[src/rtl/wam_game_core.sv]
// Whack-a-mole round engine: sequences gap/lit intervals, judges key presses,
// tracks score/flicks/misses/time and detects game over for four game modes.
module wam_game_core #(
    parameter int unsigned N_LIGHTS    = 9,
    parameter int unsigned POS_W       = 4,
    parameter int unsigned T_ON        = 100_000_000,
    parameter int unsigned T_GAP       = 100_000_000,
    parameter int unsigned SEC_CYCLES  = 50_000_000,
    parameter int unsigned TIMED_SECS  = 60,
    parameter int unsigned NORMAL_HITS = 25,
    parameter int unsigned EXT_HITS    = 50,
    parameter int unsigned LEVEL_UP    = 5
) (
    input  logic                clk,
    input  logic                reset,
    input  logic                play,
    input  logic [1:0]          mode,
    input  logic [1:0]          level,
    input  logic                extended,
    input  logic [POS_W-1:0]    rnd,
    input  logic                key_valid,
    input  logic [POS_W-1:0]    key,
    output logic [N_LIGHTS-1:0] lights,
    output logic [6:0]          score,
    output logic [6:0]          flicks,
    output logic [6:0]          misses,
    output logic [5:0]          time_left,
    output logic [1:0]          cur_level,
    output logic [6:0]          max_hits,
    output logic [1:0]          state,
    output logic                game_over
);

    localparam int unsigned T_MAX = (T_ON > T_GAP) ? T_ON : T_GAP;
    localparam int unsigned CNT_W = $clog2(T_MAX + 1);
    localparam int unsigned SEC_W = $clog2(SEC_CYCLES + 1);
    localparam int unsigned LVL_W = $clog2(LEVEL_UP + 1);

    typedef enum logic [1:0] {
        S_IDLE = 2'd0,
        S_GAP  = 2'd1,
        S_LIT  = 2'd2,
        S_OVER = 2'd3
    } state_t;

    state_t                state_q, state_d;
    logic [N_LIGHTS-1:0]   lights_q, lights_d;
    logic [6:0]            score_q, score_d, flicks_q, flicks_d, misses_q, misses_d;
    logic [6:0]            max_hits_q, max_hits_d;
    logic [5:0]            time_left_q, time_left_d;
    logic [1:0]            cur_level_q, cur_level_d, mode_q, mode_d;
    logic [CNT_W-1:0]      cnt_q, cnt_d;
    logic [SEC_W-1:0]      sec_q, sec_d;
    logic [LVL_W-1:0]      lvl_cnt_q, lvl_cnt_d;
    logic [POS_W-1:0]      pos_q, pos_d, pick;
    logic                  prev_valid_q, prev_valid_d;

    logic [CNT_W-1:0]      gap_len, on_len;
    logic [CNT_W:0]        cnt_inc;
    logic                  gap_done, lit_done, in_game, sec_tick, time_zero, hit, resolve;

    function automatic logic [6:0] inc_sat(input logic [6:0] v, input logic [6:0] lim);
        return (v >= lim) ? v : v + 7'd1;
    endfunction

    assign gap_len   = CNT_W'(T_GAP >> cur_level_q);
    assign on_len    = cur_level_q[1] ? CNT_W'(T_ON >> (cur_level_q - 2'd1))
                                      : CNT_W'(T_ON >> cur_level_q);
    assign cnt_inc   = {1'b0, cnt_q} + (CNT_W+1)'(1);
    assign gap_done  = cnt_inc >= {1'b0, gap_len};
    assign lit_done  = cnt_inc >= {1'b0, on_len};
    assign in_game   = (state_q == S_GAP) || (state_q == S_LIT);
    assign sec_tick  = in_game && (mode_q == 2'd1) && (sec_q == SEC_W'(SEC_CYCLES - 1));
    assign time_zero = sec_tick && (time_left_q == 6'd1) && !play;
    assign hit       = key_valid && (key == pos_q);

    // Avoid showing the same light twice in a row.
    always_comb begin
        pick = POS_W'(32'(rnd) % N_LIGHTS);
        if (prev_valid_q && (pick == pos_q))
            pick = (pick == POS_W'(N_LIGHTS - 1)) ? '0 : pick + POS_W'(1);
    end

    always_comb begin
        state_d      = state_q;
        lights_d     = lights_q;
        score_d      = score_q;
        flicks_d     = flicks_q;
        misses_d     = misses_q;
        max_hits_d   = max_hits_q;
        time_left_d  = time_left_q;
        cur_level_d  = cur_level_q;
        mode_d       = mode_q;
        cnt_d        = cnt_q;
        sec_d        = sec_q;
        lvl_cnt_d    = lvl_cnt_q;
        pos_d        = pos_q;
        prev_valid_d = prev_valid_q;
        resolve      = 1'b0;

        if (in_game && (mode_q == 2'd1) && !play) begin
            sec_d = sec_tick ? '0 : sec_q + SEC_W'(1);
            if (sec_tick)
                time_left_d = time_left_q - 6'd1;
        end

        case (state_q)
            S_IDLE, S_OVER: begin
                if (play) begin
                    state_d      = S_GAP;
                    lights_d     = '0;
                    score_d      = '0;
                    flicks_d     = '0;
                    misses_d     = '0;
                    time_left_d  = 6'(TIMED_SECS);
                    mode_d       = mode;
                    max_hits_d   = extended ? 7'(EXT_HITS) : 7'(NORMAL_HITS);
                    cur_level_d  = (mode == 2'd3) ? 2'd0 : level;
                    cnt_d        = '0;
                    sec_d        = '0;
                    lvl_cnt_d    = '0;
                    prev_valid_d = 1'b0;
                end
            end
            S_GAP: begin
                if (play || time_zero) begin
                    state_d  = S_OVER;
                    lights_d = '0;
                end else if (gap_done) begin
                    state_d      = S_LIT;
                    lights_d     = N_LIGHTS'(1) << pick;
                    pos_d        = pick;
                    prev_valid_d = 1'b1;
                    flicks_d     = inc_sat(flicks_q, 7'd127);
                    cnt_d        = '0;
                end else begin
                    cnt_d = cnt_q + CNT_W'(1);
                end
            end
            S_LIT: begin
                if (play) begin
                    state_d  = S_OVER;
                    lights_d = '0;
                end else begin
                    cnt_d = cnt_q + CNT_W'(1);
                    if (hit) begin
                        score_d = inc_sat(score_q, 7'd99);
                        resolve = 1'b1;
                        if (mode_q == 2'd3) begin
                            if (lvl_cnt_q == LVL_W'(LEVEL_UP - 1)) begin
                                lvl_cnt_d   = '0;
                                cur_level_d = (cur_level_q == 2'd3) ? 2'd3 : cur_level_q + 2'd1;
                            end else begin
                                lvl_cnt_d = lvl_cnt_q + LVL_W'(1);
                            end
                        end
                    end else if (key_valid || lit_done) begin
                        misses_d = inc_sat(misses_q, 7'd99);
                        resolve  = lit_done || (mode_q == 2'd2);
                    end
                    if (resolve) begin
                        lights_d = '0;
                        cnt_d    = '0;
                        if ((mode_q == 2'd2) && !hit)
                            state_d = S_OVER;
                        else if (((mode_q == 2'd0) || (mode_q == 2'd3)) && (flicks_q == max_hits_q))
                            state_d = S_OVER;
                        else
                            state_d = S_GAP;
                    end
                    // A resolution in the final second is still counted before ending.
                    if (time_zero) begin
                        state_d  = S_OVER;
                        lights_d = '0;
                    end
                end
            end
            default: state_d = S_IDLE;
        endcase
    end

    always_ff @(posedge clk) begin
        if (reset) begin
            state_q      <= S_IDLE;
            lights_q     <= '0;
            score_q      <= '0;
            flicks_q     <= '0;
            misses_q     <= '0;
            max_hits_q   <= 7'(NORMAL_HITS);
            time_left_q  <= 6'(TIMED_SECS);
            cur_level_q  <= '0;
            mode_q       <= '0;
            cnt_q        <= '0;
            sec_q        <= '0;
            lvl_cnt_q    <= '0;
            pos_q        <= '0;
            prev_valid_q <= 1'b0;
        end else begin
            state_q      <= state_d;
            lights_q     <= lights_d;
            score_q      <= score_d;
            flicks_q     <= flicks_d;
            misses_q     <= misses_d;
            max_hits_q   <= max_hits_d;
            time_left_q  <= time_left_d;
            cur_level_q  <= cur_level_d;
            mode_q       <= mode_d;
            cnt_q        <= cnt_d;
            sec_q        <= sec_d;
            lvl_cnt_q    <= lvl_cnt_d;
            pos_q        <= pos_d;
            prev_valid_q <= prev_valid_d;
        end
    end

    assign lights    = lights_q;
    assign score     = score_q;
    assign flicks    = flicks_q;
    assign misses    = misses_q;
    assign time_left = time_left_q;
    assign cur_level = cur_level_q;
    assign max_hits  = max_hits_q;
    assign state     = state_q;
    assign game_over = (state_q == S_OVER);

endmodule
[config.mk]
export PLATFORM = sky130hd
export DESIGN_NAME = wam_game_core
export DESIGN_NICKNAME = d
export VERILOG_FILES = /design/src/rtl/wam_game_core.sv
export SDC_FILE = /design/constraint.sdc
export NUM_CORES = 1
export LEC_CHECK = 0
export BUFFER_PORTS_ARGS = -buffer_cell sky130_fd_sc_hd__buf_2
export CAP_MARGIN = 15
export CORE_ASPECT_RATIO = 1.75
export CORE_MARGIN = 5
export CORE_UTILIZATION = 49
export DETAILED_ROUTE_END_ITERATION = 10
export GPL_ROUTABILITY_DRIVEN = 0
export PLACE_DENSITY = 0.7
export SLEW_MARGIN = 20
export SYNTH_ARGS = -nofsm -noshare
export SYNTH_HDL_FRONTEND = slang
export SYNTH_SLANG_ARGS = --single-unit
[constraint.sdc]
create_clock -name clk -period 9.1 [get_ports clk]
set_input_delay 0 -clock clk [delete_from_list [all_inputs] [get_ports clk]]
set_output_delay 0 -clock clk [all_outputs]
set_load 0.1 [all_outputs]
==> run_results.csv, run 1 <==
group,metric,value,unit
cells_and_area,antennaDiodeCount,0,
floorplan,die-area,16900,um^2
floorplan,die_h,168,um
cells_and_area,final_nets,964,
clock_tree,cts_buffers,9,
global_routing,grt_overflow_total,0,
critical_path,critPathSlowestCell,"o221a_1",
clock_tree,clock_sinks,105,
critical_path,cp_max_fo,17,
global_routing,use_met3,0.0273,
yosys,yosys-mux-area-fraction,0.0150,
floorplan,ioPinCount,65,
placed_design,dpl.cell_count,1050,
worst_hold_path,hp-start,"level[1]",
yosys,synth_area,7010,um^2
yosys,syn_avg_cell_area,8.31,um^2
cells_and_area,stdcell_count,1069,
critical_path,critPathRequiredTime,9.35,ns
sta,fin_crit,5.14,ns
clock_tree,postCtsSetupBuffers,0,
placed_design,dp_hpwl,14.1,mm
sta,rsz0062_at_grt,"false",
sta,max_freq,195,MHz
yosys,synth_adder_area_share,0.107,
yosys,synth-xor-area-share,0.0750,
global_routing,grt.met1_usage,0.237,
drt,via_per_inst,6.00,
critical_path,crit_type,"flip-flop to flip-flop",
drt,first_pass_iters,5,
global_routing,grt_pass1_vias,6452,
worst_hold_path,hold_depth,5,
clock_tree,clock-root-buffer,"clkbuf_16",
sta,relSlewSlack,0.317,
sta,setup_viol,0,
cells_and_area,drive_above_1_share,0.128,
drt,postRouteAntennaNets,0,
floorplan,core,14000,um^2
critical_path,rr_startpoint,"cnt_q[0]",
drt,drtIter0Drc,314,
power,ir_drop,0.100,mV
yosys,async_reset_ff_frac,0,
drt,wirelength,18.5,mm
sta,hold_viol_final,0,
floorplan,rows,57,
global_routing,grt_max_degree,44,
critical_path,crit_chain,"ha_1 -> nand3_2 -> or4_4 -> nor2_1 -> and3_1 -> nand4_1 -> and2_1 -> or2_1 -> ha_1 -> and3_1 -> and3_1 -> o2111ai_1 -> a2111oi_2 -> o32a_4 -> o221a_1 -> nor2_1 -> a31o_1",
sta,fin_skew,0.0111,ns
yosys,ys.flop_type,"dfxtp_1",
critical_path,cp_common_cell,"and3_1",
drt,num_vias,6419,
drt,avgRoutedWirePerCell,17.3,um
sta,slew_viol_final,0,
worst_hold_path,min_path_type,"primary input to flip-flop",
clock_tree,cts.path.max_buffers,2,
yosys,synth-compound-area-share,0.176,
global_routing,grt_use_met2,0.416,
global_routing,busiest_layer,"met2",
critical_path,rr_worst_depth,17,
critical_path,crit_path_end_kind,"flip-flop",
drt,drc,0,
cells_and_area,final_util,0.552,
global_routing,grt_antenna_before_repair,0,
floorplan,start_util,0.501,
critical_path,slowest_delay,0.60,ns
critical_path,r2r-end,"lights[8]",
cells_and_area,fillers,1372,
clock_tree,clk_latency,0.36,ns
critical_path,regToRegSetupSlack,3.96,ns
clock_tree,cts_htree_levels,3,
critical_path,cp-start-kind,"flip-flop",
critical_path,worst_ep_arrival_time,5.39,ns
cells_and_area,area_growth,10.2,%
power,powerDensity,196,nW/um^2
global_routing,grt_pass1_wl,30.9,mm
yosys,synth_edf_count,0,
yosys,ys_seq_area_frac,0.300,
run_status,status,"completed",
yosys,synthDistinctLibCells,90,
yosys,synth_top_family_by_area,"simple AND/OR/NAND/NOR gates",
global_routing,track_usage,0.224,
sta,tns,0,ns
clock_tree,clkTransAtPathRegs,0.08,ns
power,power.total,1.51,mW
clock_tree,tritoncts,"yes",
placed_design,io_buffers,61,
worst_hold_path,holdPathEnd,"cur_level[1]",
power,p_leak,3.17,nW
yosys,netlist_instances,843,
floorplan,die_w,100,um
sta,finalCritPeriodShare,0.564,
sta,tightest_slew,1.02,ns
yosys,yosysWarnings,0,
yosys,synth_seq_cells,105,
yosys,yosys.area_share.simple,0.279,
job,cap_violations,0,
metal layers:
layer  up-vias  wire [um]
met5         -          0
met4         0        916
met3        55        613
met2       162      10000
met1      3047       6950
li1       3155          -
layout by cell type (no fill, tap or decap), types with 4 or more instances in the layout:
master | Yosys | routed
a22oi_1 | 7 | 7
a21oi_1 | 37 | 37
a21boi_0 | 4 | 4
and4_1 | 5 | 5
nor2b_1 | 6 | 6
a21o_1 | 15 | 15
xnor2_1 | 28 | 28
nand2b_1 | 9 | 9
o21ai_1 | 7 | 7
or4_1 | 4 | 4
o21ai_0 | 17 | 17
inv_1 | 32 | 32
o211ai_1 | 11 | 11
nand3_1 | 37 | 37
nor2_1 | 97 | 97
and3_1 | 19 | 19
or3_1 | 7 | 7
nand4_1 | 26 | 26
dfxtp_1 | 105 | 105
buf_2 | 2 | 61
nor3b_1 | 9 | 9
clkbuf_16 | 0 | 9
o31ai_1 | 5 | 5
nor4_1 | 9 | 9
xor2_1 | 32 | 32
nand2_1 | 77 | 77
ha_1 | 60 | 60
nor3_1 | 21 | 21
and2_1 | 7 | 7
mux2i_1 | 6 | 6
a31oi_1 | 22 | 22
a211oi_1 | 5 | 5
report_power, final:
group	total, mW	internal (mW)	switching (mW)
Clock	0.424	0.228	0.196
Combinational	0.586	0.149	0.437
Sequential	0.503	0.476	0.0274
logic make-up after synthesis:
logic type               Yosys count
AND/OR/NAND/NOR                  363
AO/OA/AOI/OAI                    174
flip-flops                       105
buffers and inverters             69
adder cells (fa/ha/maj)           60
XOR/XNOR                          60
multiplexers                      10
other                              2
Yosys cell counts, types with 8 or more instances:
cell | n | area share
a21o_1 | 15 | 0.016
dfxtp_1 | 105 | 0.30
nand2_1 | 77 | 0.041
xor2_1 | 32 | 0.040
buf_4 | 8 | 0.0086
nand4_1 | 26 | 0.023
nor3_1 | 21 | 0.015
nor3b_1 | 9 | 0.0096
ha_1 | 60 | 0.11
xnor2_1 | 28 | 0.035
nand3_1 | 37 | 0.026
o21ai_0 | 17 | 0.012
inv_1 | 32 | 0.017
nor4_1 | 9 | 0.0080
nor2_1 | 97 | 0.052
o211ai_1 | 11 | 0.012
nand2b_1 | 9 | 0.0080
a21oi_1 | 37 | 0.026
clkbuf_1 | 21 | 0.011
and3_1 | 19 | 0.017
a31oi_1 | 22 | 0.020
worst max path at each step:
stage                     slack [ns]        end  depth (start not counted)      from
after floorplan                 4.47  lights[8]                         19  cnt_q[0]
after global routing            3.58  cnt_q[13]                         17  cnt_q[0]
after global placement          4.17  lights[8]                         17  cnt_q[0]
final                           3.96  lights[8]                         17  cnt_q[0]
after CTS                       3.99  lights[8]                         17  cnt_q[0]
after detailed placement        4.02  lights[8]                         17  cnt_q[0]
flip-flops by register name, indices dropped and copies added, names as in the netlist:
name and cells:
max_hits 2, prev_valid_q 1, score 7, time_left 6, sec_q 26, cnt_q 27
pos_q 4, lvl_cnt_q 3, lights 9, state 2, mode_q 2, flicks 7
cur_level 2, misses 7
final cells by class:
class | instances | area [um^2] | share of cell area
sequential | 105 | 2100 | 0.272
tap | 177 | 221 | 0.0287
multi-input combinational | 670 | 4590 | 0.594
clock buffer | 10 | 239 | 0.0310
timing repair buffer | 67 | 358 | 0.0464
inverter | 34 | 128 | 0.0165
clock inverter | 6 | 83.8 | 0.0109
stage by stage:
| stage | setup slack (ns) | instance area [um^2] | hold slack [ns] |
|---|---|---|---|
| 6_report | 3.96 | 7720 | 0.0132 |
| 4_1_cts | 3.99 | 7720 | 0.0160 |
| 3_3_place_gp | 4.17 | 7370 | 0.254 |
| 5_1_grt | 3.58 | 7720 | 0.0500 |
| 3_5_place_dp | 4.02 | 7370 | 0.253 |
| 2_1_floorplan | 4.47 | 7010 | 0.133 |
critical path: cells and delay by family, from the launching register on:
family / cells / cell delay (ns)
compound gates: 5 / 1.65
fa+ha+maj: 2 / 0.58
flops: 1 / 0.46
simple gates: 10 / 2.34
timing repair:
item,4_1_cts,5_1_grt
hold buffers,3,0
hold endpoints to repair,4,0
gates resized for setup,0,0
Power figures use the tool's default switching activity.
==> run 2, diff against run 1 <==
- clock period: 9.1 -> 5.1 ns (I/O delays scaled with it)
==> run 2 against run 1 <==
Against the previous run:
- combinational power grew 84%
- register-to-register slack lost 3.6 ns
- clock skew grew 0.0012 ns
- final cell count grew 1.4%
- routed wire length grew 1.2%
==> run_results.csv, run 2 (synthesis gave the netlist of run 1 again) <==
group,metric,value,unit
global_routing,grt_max_degree,44,
critical_path,crit_type,"flip-flop to flip-flop",
cells_and_area,drive_above_1_share,0.147,
cells_and_area,fillers,1344,
sta,slew_viol_final,0,
drt,postRouteAntennaNets,0,
clock_tree,clock-root-buffer,"clkbuf_16",
floorplan,ioPinCount,65,
critical_path,cp_max_fo,13,
power,p_leak,3.25,nW
power,switchingPower,1.16,mW
floorplan,start_util,0.501,
drt,drc,0,
sta,max_freq,210,MHz
critical_path,slowest_delay,0.54,ns
cells_and_area,antennaDiodeCount,0,
critical_path,critPathRequiredTime,5.38,ns
worst_hold_path,min_path_type,"primary input to flip-flop",
sta,hold_viol_final,0,
floorplan,rows,57,
clock_tree,clkTransAtPathRegs,0.08,ns
cells_and_area,final_nets,979,
cells_and_area,regArea,2100,um^2
critical_path,worst_ep_arrival_time,5.03,ns
power,cellInternalPower,1.51,mW
sta,fin_crit,4.76,ns
global_routing,grt_antenna_before_repair,0,
cells_and_area,top_register,"cnt_q",
power,combPwrFrac,0.406,
sta,setup_viol,0,
drt,drtIter0Drc,272,
sta,finalCritPeriodShare,0.933,
clock_tree,cts.path.max_buffers,2,
placed_design,io_buffers,61,
drt,wirelength,18.8,mm
power,ir_drop,0.251,mV
sta,fin_skew,0.0122,ns
placed_design,post_dp_cell_area,7490,um^2
drt,via_per_inst,5.92,
global_routing,grt_pass1_wl,30.7,mm
clock_tree,postCtsSetupBuffers,0,
clock_tree,cts_htree_levels,3,
clock_tree,tritoncts,"yes",
drt,num_vias,6415,
critical_path,crit_chain,"ha_1 -> nand3_2 -> or4_4 -> nor2_1 -> and3_1 -> nand4_1 -> and2_1 -> or2_1 -> ha_1 -> and3_1 -> and3_1 -> o2111ai_1 -> a2111oi_4 -> a2bb2oi_2 -> nand4_4 -> or4_1 -> a21oi_1",
global_routing,grt_pass1_vias,6328,
power,p_seq_frac,0.334,
drt,first_pass_iters,5,
global_routing,grt_overflow_total,0,
floorplan,die-area,16900,um^2
run_status,status,"completed",
power,powerDensity,340,nW/um^2
sta,tightest_slew,0.952,ns
cells_and_area,mostFrequentLayoutCells,"dfxtp_1, nor2_1, nand2_1",
sta,relSlewSlack,0.360,
placed_design,dp_hpwl,14.6,mm
critical_path,cp_common_cell,"and3_1",
sta,tns,0,ns
cells_and_area,largest_register_ffs,27,
cells_and_area,finish.instance_area,7850,um^2
cells_and_area,final_common_cell,"dfxtp_1",
critical_path,cp-start-kind,"flip-flop",
clock_tree,clk_latency,0.35,ns
clock_tree,cts_buffers,9,
floorplan,core,14000,um^2
floorplan,die_h,168,um
drt,avgRoutedWirePerCell,17.3,um
cells_and_area,area_growth,12.0,%
cells_and_area,multi_input_area,4620,um^2
global_routing,track_usage,0.226,
critical_path,crit_path_end_kind,"flip-flop",
power,p_clk_frac,0.260,
job,cap_violations,0,
power,p_sw_frac,0.435,
floorplan,die_w,100,um
sta,rsz0062_at_grt,"false",
critical_path,critPathSlowestCell,"or4_4",
clock_tree,clock_sinks,105,
-- run 2: power groups by stage --
stage | sequential [mW] | clock, mW | combinational, mW
2_1_floorplan | 1.06 | 0 | 0.649
3_3_place_gp | 0.909 | 0 | 1.06
3_5_place_dp | 0.910 | 0 | 1.07
4_1_cts | 0.891 | 0.701 | 1.07
5_1_grt | 0.896 | 0.734 | 1.18
6_report | 0.891 | 0.693 | 1.08
-- run 2: cell type report --
cell class	instances	area share
sequential	105	0.268
multi-input combinational	670	0.589
inverter	34	0.0163
clock inverter	5	0.00462
tap	177	0.0282
timing repair buffer	82	0.0615
clock buffer	11	0.0322
-- run 2: worst paths after layout --
path	startpoint	end	slack (ns)	cells after the start
setup / recovery	cnt_q[1]	flicks[5]	0.34	17
hold / removal	level[1]	cur_level[1]	0.005	5
setup reg to reg	cnt_q[1]	flicks[5]	0.34	17
hold reg to reg	lvl_cnt_q[2]	lvl_cnt_q[2]	0.50	2
-- run 2: routing by layer --
layer / GRT usage / vias up / part of all wire / wire length (um)
met5: 0 / - / 0 / 0
met1: 0.236 / 3030 / 0.37 / 6990
li1: - / 3186 / - / -
met4: 0.133 / 0 / 0.061 / 1150
met3: 0.0360 / 67 / 0.029 / 551
met2: 0.414 / 132 / 0.54 / 10100
-- run 2: what timing repair did --
item                                   4_1_cts  5_1_grt
endpoints found under the hold margin        4        0
setup endpoints to repair                    0       35
hold buffers                                 3        0
resized for setup                            0        6
-- run 2: critical path: cells and delay by family (launching register included) --
family	cells	cell delay (ns)
AND/OR/NAND/NOR	11	2.72
AO/OA/AOI/OAI	4	0.94
adder cells (fa/ha/maj)	2	0.57
flip-flops	1	0.44
-- run 2: stage by stage --
stage	worst slack, ns	power [mW]	hold WS (ns)	utilization	std cells
final	0.341	2.67	0.00523	0.561	1084
after global placement	0.314	1.97	0.253	0.536	1065
after CTS	0.179	2.67	0.0146	0.559	1084
after floorplan	0.468	1.71	0.133	-	844
after detailed placement	0.190	1.98	0.255	0.536	1065
after global routing	0.0256	2.81	0.0408	0.561	1084
==> run 3, diff against run 2 <==
- CTS_BUF_LIST: not set -> sky130_fd_sc_hd__clkbuf_4 sky130_fd_sc_hd__clkbuf_8
==> run 3 against run 2 <==
Against the previous run:
- combinational power hardly changed
- critical path type unchanged
- die area stayed put
- largest power group unchanged
- first-iteration DRC count rose by 17%
- non-clock buffer count grew 2
- highest routed layer unchanged
- count of clock-buffer cells in the layout stayed put
- critical endpoint unchanged
- sequential power about the same
- routed wire length decreased by 0.15%
==> run_results.csv, run 3 (synthesis gave the netlist of run 1 again) <==
group,metric,value,unit
run_status,status,"completed",
global_routing,grt_pass1_wl,30.8,mm
cells_and_area,finish.instance_area,7770,um^2
critical_path,regToRegSetupSlack,0.32,ns
floorplan,start_util,0.501,
cells_and_area,antennaDiodeCount,0,
sta,relSlewSlack,0.344,
cells_and_area,top_register,"cnt_q",
sta,tns,0,ns
critical_path,critPathRequiredTime,5.41,ns
global_routing,grt_overflow_total,0,
sta,finalCritPeriodShare,0.936,
critical_path,cp-start-kind,"flip-flop",
critical_path,rr_worst_depth,17,
global_routing,track_usage,0.226,
sta,hold_slack,0.0496,ns
worst_hold_path,min_path_type,"primary input to flip-flop",
floorplan,core,14000,um^2
power,powerDensity,321,nW/um^2
cells_and_area,area_growth,10.8,%
worst_hold_path,holdPathEnd,"max_hits[1]",
job,cap_violations,0,
worst_hold_path,hp-start,"play",
placed_design,dp_hpwl,14.6,mm
sta,tightest_slew,0.975,ns
critical_path,cp_max_fo,13,
floorplan,ioPinCount,65,
cells_and_area,drive_above_1_share,0.146,
power,ir_drop,0.199,mV
drt,avgRoutedWirePerCell,17.2,um
clock_tree,clock-root-buffer,"clkbuf_8",
floorplan,rows,57,
cells_and_area,largest_register_ffs,27,
cells_and_area,fillers,1359,
sta,slew_viol_final,0,
sta,max_freq,209,MHz
clock_tree,clk_latency,0.38,ns
sta,rsz0062_at_grt,"false",
sta,fin_skew,0.0148,ns
clock_tree,tritoncts,"yes",
drt,wirelength,18.7,mm
power,p_leak,3.22,nW
worst_hold_path,hold_depth,3,
sta,fin_crit,4.78,ns
critical_path,crit_type,"flip-flop to flip-flop",
clock_tree,clkTransAtPathRegs,0.10,ns
critical_path,worst_ep_arrival_time,5.08,ns
cells_and_area,multi_input_area,4620,um^2
clock_tree,cts_htree_levels,3,
clock_tree,cts.path.max_buffers,2,
drt,via_per_inst,5.93,
clock_tree,clock_sinks,105,
floorplan,die_h,168,um
cells_and_area,final_nets,981,
critical_path,rr_startpoint,"cnt_q[1]",
drt,postRouteAntennaNets,0,
cells_and_area,mostFrequentLayoutCells,"dfxtp_1, nor2_1, nand2_1",
placed_design,io_buffers,61,
clock_tree,cts_buffers,9,
cells_and_area,final_common_cell,"dfxtp_1",
global_routing,grt_antenna_before_repair,0,
sta,setup_viol,0,
cells_and_area,regArea,2100,um^2
critical_path,r2r-end,"flicks[5]",
drt,num_vias,6438,
drt,drtIter0Drc,317,
drt,first_pass_iters,4,
critical_path,crit_path_end_kind,"flip-flop",
placed_design,post_dp_cell_area,7490,um^2
global_routing,grt_max_degree,44,
floorplan,die_w,100,um
floorplan,die-area,16900,um^2
sta,hold_viol_final,0,
global_routing,grt_pass1_vias,6340,
drt,drc,0,
==> run 3: layout make-up <==
cell class,count,area share
tap,177,0.0285
clock inverter,5,0.00467
sequential,105,0.271
clock buffer,11,0.0195
multi-input combinational,670,0.595
inverter,34,0.0164
timing repair buffer,84,0.0648
==> run 3: metal layers <==
metal	track usage	share of wire	vias up
li1	-	-	3180
met1	0.238	0.37	3046
met2	0.416	0.54	148
met3	0.0302	0.035	64
met4	0.137	0.060	0
met5	0	0	-
==> run 3: worst max-delay path by stage <==
stage	from	to	slack, ns	depth (start not counted)
CTS	cnt_q[1]	lights[8]	0.18	17
global route	cnt_q[1]	flicks[5]	0.02	17
floorplan	cnt_q[0]	lights[8]	0.47	19
finish	cnt_q[1]	flicks[5]	0.32	17
global placement	cnt_q[1]	lights[8]	0.31	17
detailed placement	cnt_q[1]	lights[8]	0.19	17
==> run 3: stage by stage <==
stage / power, mW / std cells / util / setup WS [ns]
floorplan: 1.71 / 844 / - / 0.468
global placement: 1.97 / 1065 / 0.536 / 0.314
detailed placement: 1.98 / 1065 / 0.536 / 0.190
CTS: 2.50 / 1086 / 0.553 / 0.179
global route: 2.64 / 1086 / 0.556 / 0.0209
finish: 2.49 / 1086 / 0.556 / 0.324
==> run 3: what timing repair did <==
action / 4_1_cts / 5_1_grt
resized for setup: 0 / 6
setup endpoints to repair: 0 / 37
buffers inserted: 0 / 0
hold buffers: 5 / 0
endpoints found under the hold margin: 6 / 0
==> run 3: power by group <==
part / total (mW) / internal (mW) / leakage (nW) / switching [mW]
clock: 0.520 / 0.208 / 0.100 / 0.312
sequential: 0.891 / 0.849 / 0.847 / 0.0418
combinational: 1.08 / 0.299 / 2.27 / 0.784
==> run 3: critical path, cell delays in order (launching register included) <==
cell and delay (ns):
dfxtp_1 0.45, ha_1 0.29, nand3_2 0.17, or4_4 0.54, nor2_1 0.23, and3_1 0.22
nand4_1 0.12, and2_1 0.20, or2_1 0.26, ha_1 0.28, and3_1 0.16, and3_1 0.18
o2111ai_1 0.15, a2111oi_4 0.39, a2bb2oi_2 0.27, nand4_4 0.21, or4_1 0.45, a21oi_1 0.15
